$ cat src/rtl/maxnet_weight_bank.sv
// maxnet_weight_bank: weight store for an N-channel Maxnet network.
// Streams row `req_row` of the N x N weight matrix, one word per cycle.
// The diagonal word is the self-excitation weight. Every other word is the
// lateral-inhibition weight.
//
// Optional feature macro: MAXNET_WBANK_CFG_EN
//   When it is defined, cfg_we/cfg_sel/cfg_data write the live weights at runtime.
//   When it is undefined, the weights are fixed at DIAG_INIT/OFF_INIT.
//
// Ports:
//   clk, rst_n           clock, synchronous active-low reset
//   cfg_we/sel/data      live weight write, sel 0 = diag, 1 = off (CFG_EN only)
//   req_valid/ready/row  row request handshake
//   req_err              one-cycle pulse after a request with req_row >= N
//   w_valid/ready        weight word handshake
//   w_data/col/last      weight W[row][col], its column, final-column flag
module maxnet_weight_bank #(
   parameter int unsigned     N         = 4,
   parameter int unsigned     DW        = 32,
   parameter logic [DW-1:0]   DIAG_INIT = 32'h3F800000,
   parameter logic [DW-1:0]   OFF_INIT  = 32'hBE4CCCCD,
   localparam int unsigned    RW        = (N > 1) ? $clog2(N) : 1
) (
   input  logic          clk,
   input  logic          rst_n,
`ifdef MAXNET_WBANK_CFG_EN
   input  logic          cfg_we,
   input  logic          cfg_sel,
   input  logic [DW-1:0] cfg_data,
`endif
   input  logic          req_valid,
   output logic          req_ready,
   input  logic [RW-1:0] req_row,
   output logic          req_err,
   output logic          w_valid,
   input  logic          w_ready,
   output logic [DW-1:0] w_data,
   output logic [RW-1:0] w_col,
   output logic          w_last
);

   typedef enum logic [0:0] {IDLE, STREAM} state_e;

   state_e        state_q, state_d;
   logic [RW-1:0] row_q, row_d, col_q, col_d, col_nxt;
   logic [DW-1:0] diag_s_q, diag_s_d, off_s_q, off_s_d;
   logic [DW-1:0] w_data_q, w_data_d;
   logic          req_ready_q, req_ready_d;
   logic          req_err_q, req_err_d;
   logic          w_valid_q, w_valid_d;
   logic          w_last_q, w_last_d;
   logic [DW-1:0] diag_live, off_live;

`ifdef MAXNET_WBANK_CFG_EN
   logic [DW-1:0] diag_r_q, diag_r_d, off_r_q, off_r_d;

   // Live weight write path. It is independent of the streaming state.
   always_comb begin
      diag_r_d = diag_r_q;
      off_r_d  = off_r_q;
      if (cfg_we) begin
         if (cfg_sel) off_r_d  = cfg_data;
         else         diag_r_d = cfg_data;
      end
   end

   always_ff @(posedge clk) begin
      if (!rst_n) begin
         diag_r_q <= DIAG_INIT;
         off_r_q  <= OFF_INIT;
      end else begin
         diag_r_q <= diag_r_d;
         off_r_q  <= off_r_d;
      end
   end

   assign diag_live = diag_r_q;
   assign off_live  = off_r_q;
`else
   assign diag_live = DIAG_INIT;
   assign off_live  = OFF_INIT;
`endif

   assign col_nxt = col_q + RW'(1);

   // Next-state and registered-output logic.
   always_comb begin
      state_d     = state_q;
      row_d       = row_q;
      col_d       = col_q;
      diag_s_d    = diag_s_q;
      off_s_d     = off_s_q;
      w_data_d    = w_data_q;
      req_ready_d = req_ready_q;
      req_err_d   = 1'b0;
      w_valid_d   = w_valid_q;
      w_last_d    = w_last_q;
      case (state_q)
         IDLE: begin
            if (req_valid) begin
               if (32'(req_row) < N) begin
                  // Snapshot the live (pre-write) weights so a later cfg write cannot alter this row.
                  state_d     = STREAM;
                  row_d       = req_row;
                  col_d       = '0;
                  diag_s_d    = diag_live;
                  off_s_d     = off_live;
                  w_data_d    = (req_row == '0) ? diag_live : off_live;
                  w_valid_d   = 1'b1;
                  w_last_d    = 1'b0;
                  req_ready_d = 1'b0;
               end else begin
                  req_err_d   = 1'b1;
               end
            end
         end
         STREAM: begin
            if (w_ready) begin
               if (w_last_q) begin
                  state_d     = IDLE;
                  col_d       = '0;
                  w_data_d    = '0;
                  w_valid_d   = 1'b0;
                  w_last_d    = 1'b0;
                  req_ready_d = 1'b1;
               end else begin
                  col_d       = col_nxt;
                  w_data_d    = (col_nxt == row_q) ? diag_s_q : off_s_q;
                  w_last_d    = (col_nxt == RW'(N - 1));
               end
            end
         end
         default: state_d = IDLE;
      endcase
   end

   always_ff @(posedge clk) begin
      if (!rst_n) begin
         state_q     <= IDLE;
         row_q       <= '0;
         col_q       <= '0;
         diag_s_q    <= DIAG_INIT;
         off_s_q     <= OFF_INIT;
         w_data_q    <= '0;
         req_ready_q <= 1'b1;
         req_err_q   <= 1'b0;
         w_valid_q   <= 1'b0;
         w_last_q    <= 1'b0;
      end else begin
         state_q     <= state_d;
         row_q       <= row_d;
         col_q       <= col_d;
         diag_s_q    <= diag_s_d;
         off_s_q     <= off_s_d;
         w_data_q    <= w_data_d;
         req_ready_q <= req_ready_d;
         req_err_q   <= req_err_d;
         w_valid_q   <= w_valid_d;
         w_last_q    <= w_last_d;
      end
   end

   assign req_ready = req_ready_q;
   assign req_err   = req_err_q;
   assign w_valid   = w_valid_q;
   assign w_data    = w_data_q;
   assign w_col     = col_q;
   assign w_last    = w_last_q;

endmodule
$ cat config.mk
export PLATFORM = sky130hd
export DESIGN_NAME = maxnet_weight_bank
export DESIGN_NICKNAME = d
export VERILOG_FILES = /design/src/rtl/maxnet_weight_bank.sv
export SDC_FILE = /design/constraint.sdc
export NUM_CORES = 1
export LEC_CHECK = 0
export CELL_PAD_IN_SITES_DETAIL_PLACEMENT = 1
export CELL_PAD_IN_SITES_GLOBAL_PLACEMENT = 1
export CORE_ASPECT_RATIO = 1.1
export CORE_MARGIN = 2
export CORE_UTILIZATION = 25
export DETAILED_ROUTE_END_ITERATION = 16
export GPL_ROUTABILITY_DRIVEN = 0
export PLACE_DENSITY_LB_ADDON = 0.1
export SLEW_MARGIN = 15
export SYNTH_ARGS = -nofsm -noshare
export SYNTH_HDL_FRONTEND = slang
export SYNTH_SLANG_ARGS = --single-unit
export TNS_END_PERCENT = 10
$ cat constraint.sdc
create_clock -name clk -period 1.5 [get_ports clk]
set_input_delay 0.3 -clock clk [delete_from_list [all_inputs] [get_ports clk]]
set_output_delay 0.3 -clock clk [all_outputs]
set_load 0.05 [all_outputs]
==> metrics <==
fin crit share 0.8826; die area 0.003576 mm2; maximum buffer depth of the clock tree 2; # diodes 0; endpoint required time on the critical path approximately 1.2 ns; pin count of the biggest net entering global routing 14; initial antenna violation count 0; number of cells in the finished layout apart from fillers 140; WP buf/inv 2; number of CTS-inserted buffers 3; worst setup margin 0.1760 ns; final design instance area without fill 0.001244 mm2; Initial Util 0.2598; average vias per placed instance around 4.2; total iterations of the first detailed-routing run 4; power per cell area roughly 960 mW/mm2; Global Route Usage Sum 0.09030; Sw Ratio 0.4234; die outline height between 60 and 70 um; Sinks on Clock Net 11; routed via count around 590; CP top delay family flip-flops; Worst path slowest cell sky130_fd_sc_hd__dfxtp_1; proportion of synthesized chip area in sequential cells 0.2830; FF+latch count, synth 11; worst clock skew just over 0.0009 ns; FP Rows 21; number of failing setup endpoints in the final timing report 0; top cells by area in the synthesized netlist sky130_fd_sc_hd__buf_4, sky130_fd_sc_hd__dfxtp_1, sky130_fd_sc_hd__nand2_1; Flop pwr share 0.279; CP endpoint kind output pin; hpwl dp 1233 um; Data arrival, critical path between 1 and 1.5 ns; Post-Syn Instances ~90; internal portion of total power a little under 0.0007 W; placement-stage cell area ~0.0012 mm2; count of hold buffers inserted by post-cts repair 0; Port Buffers 30; IR Drop Worst-Case VDD between 400 and 500 uV; cell leakage power ~0.51 nW; final-stage net count 114; Mean Syn Cell Area 8.844 um2; clock-pin slew on the worst setup and hold paths approximately 0.080 ns; proportion of power drawn by the clock network 0.177; Remaining Overflow, GRT 0; final count of pins violating max slew 0; htree depth 1; Post-Place Cells between 100 and 150; fraction of layout cells with a size suffix above 1 0.4057; crit start category flop; global-route wire length before repair between 2000 and 3000 um; Setup Crit Path Kind flop to output pin; number of gates resized after CTS 0; number of warnings issued by yosys 0; post-detailed-route DRC marker count 0; power spent charging and discharging nets between 0.0005 and 0.0006 W; worst stage delay on the critical path approximately 0.38 ns; dominant cell type by count on the critical path sky130_fd_sc_hd__buf_12; wire length per cell around 11 um; root buf cell sky130_fd_sc_hd__clkbuf_4; Post-Synthesis Cell Area about 780 um2; most area-hungry cell type in the Yosys netlist sky130_fd_sc_hd__buf_4; Final min period between 1 and 1.5 ns; total core area roughly 0.0030 mm2; Cell variety after synth 27; starting DRC count in detailed routing 12; proportion of netlist area held by the largest area contributor 0.2894; unrepaired setup endpoints after global routing no; CP cell instances buf_12, buf_12; number of max-cap violations 0; post-CTS setup repair buffer count 0; TritonCTS clock tree built; max frequency roughly 760 MHz; via count of the first global-routing pass 528; synth-to-layout area growth 59.81%; number of hold-slack violations in the final timing report 0; overall die width between 50 and 60 um; num ports 44; clock latency reported for the late side of the worst-skew pair about 0.27 ns; pre-CTS worst setup slack -0.05945 ns; critical-path maximum fanout 13; type of the most critical hold path flop to flop; result of the run finished clean; combinational power share 0.544; wire length after detailed routing around 1600 um; Routed Antenna Nets 0
## stage by stage
stage | hold WS (ns) | total power [W] | setup TNS, ns | util
2_1_floorplan | 0.4348 | 0.0007725 | 0 | -
6_report | 0.4722 | 0.001195 | 0 | 0.4152
3_5_place_dp | 0.4630 | 0.0009935 | -0.05945 | 0.4064
4_1_cts | 0.4737 | 0.001207 | 0 | 0.4152
5_1_grt | 0.5012 | 0.001245 | 0 | 0.4152
3_3_place_gp | 0.4561 | 0.0009909 | -0.03145 | 0.4064
## power groups by stage
stage / registers (W) / clock network, W / logic [W]
6_report: 0.000334 / 0.000212 / 0.000649
3_3_place_gp: 0.000340 / 0 / 0.000651
2_1_floorplan: 0.000385 / 0 / 0.000387
3_5_place_dp: 0.000341 / 0 / 0.000653
4_1_cts: 0.000334 / 0.000220 / 0.000654
5_1_grt: 0.000336 / 0.000239 / 0.000671
## registers in the layout (all words and copies together), names as in the netlist
signal     flops
req_ready      1
row_q          2
state_q        1
w_col          2
w_data         3
w_last         1
w_valid        1
## kinds of logic (layout without fill, tap and decap cells)
family,after synthesis,count (layout),share of synthesized area
buf+inv,34,40,0.3280
simple gates,19,19,0.1576
compound gates,18,18,0.1511
flops,11,11,0.2830
xor+xnor,2,2,0.02251
mux,2,2,0.03697
fa+ha+maj,1,1,0.01607
other cells,1,13,0.004819
## tightest hold or removal path: cells and delay by family (launching register included)
kind | cells | cell delay [ns]
AND/OR/NAND/NOR | 1 | 0.05
flip-flops | 1 | 0.32
AO/OA/AOI/OAI | 1 | 0.05
## cell type report
type	instances	area [um2]
fill	335	1752
tap	34	42.54
multi-input combinational	55	347.8
sequential	11	222.7
clock buffer	4	26.28
timing repair buffer	35	600.6
inverter	1	3.754
## cell usage after synthesis (all sizes together)
| master | number |
|---|---|
| buf | 32 |
| nor3b | 1 |
| nand2 | 7 |
| nor2 | 1 |
| dfxtp | 11 |
| o211a | 1 |
| nand2b | 1 |
| a21boi | 3 |
| ha | 1 |
| o21a | 1 |
| and4bb | 2 |
| a21oi | 5 |
| nor2b | 5 |
| o31ai | 2 |
| mux2 | 1 |
| nand3 | 2 |
| inv | 1 |
| o221a | 1 |
| o21ai | 4 |
| mux2i | 1 |
| clkbuf | 1 |
| a31oi | 1 |
| conb | 1 |
| xnor2 | 2 |
## final timing paths
kind | endpoint | slack (ns) | startpoint | cells past startpoint
hold reg to reg | row_q[0]$_SDFFE_PN0P_ | 0.47 | row_q[0]$_SDFFE_PN0P_ | 2
setup / recovery | w_data[19] | 0.18 | w_data[22]$_SDFFE_PN0P_ | 2
hold / removal | row_q[0]$_SDFFE_PN0P_ | 0.47 | row_q[0]$_SDFFE_PN0P_ | 2
setup reg to reg | w_data[24]$_SDFFE_PN0P_ | 0.18 | w_col[0]$_SDFFE_PN0P_ | 5
## routing by layer
metal	share of wire	GRT usage	vias up	routed length [um]
met5	0	0	-	0
met4	0.0094	0.04360	0	15
met2	0.49	0.1365	26	773
met3	0.060	0.02692	2	95
li1	-	-	287	-
met1	0.44	0.1157	271	705
## cell usage in the layout (no fill, tap or decap)
master and instances:
sky130_fd_sc_hd__nor2b_2 2, sky130_fd_sc_hd__a21oi_1 5, sky130_fd_sc_hd__clkbuf_1 1, sky130_fd_sc_hd__clkdlybuf4s50_1 5, sky130_fd_sc_hd__nor2b_1 3, sky130_fd_sc_hd__dfxtp_2 2
sky130_fd_sc_hd__ha_1 1, sky130_fd_sc_hd__nor3b_2 1, sky130_fd_sc_hd__nand3_1 2, sky130_fd_sc_hd__dfxtp_1 9, sky130_fd_sc_hd__conb_1 13, sky130_fd_sc_hd__o31ai_1 2
sky130_fd_sc_hd__inv_1 1, sky130_fd_sc_hd__o21ai_0 3, sky130_fd_sc_hd__o21ai_1 1, sky130_fd_sc_hd__xnor2_1 2, sky130_fd_sc_hd__and4bb_2 2, sky130_fd_sc_hd__a31oi_1 1
sky130_fd_sc_hd__buf_4 4, sky130_fd_sc_hd__nand2b_2 1, sky130_fd_sc_hd__o221a_1 1, sky130_fd_sc_hd__o21a_1 1, sky130_fd_sc_hd__mux2_4 1, sky130_fd_sc_hd__a21boi_1 3
sky130_fd_sc_hd__o211a_1 1, sky130_fd_sc_hd__buf_12 26, sky130_fd_sc_hd__mux2i_2 1, sky130_fd_sc_hd__nor2_1 1, sky130_fd_sc_hd__nand2_1 7, sky130_fd_sc_hd__clkbuf_4 3
Note: power is estimated with default switching activity, not from simulation.
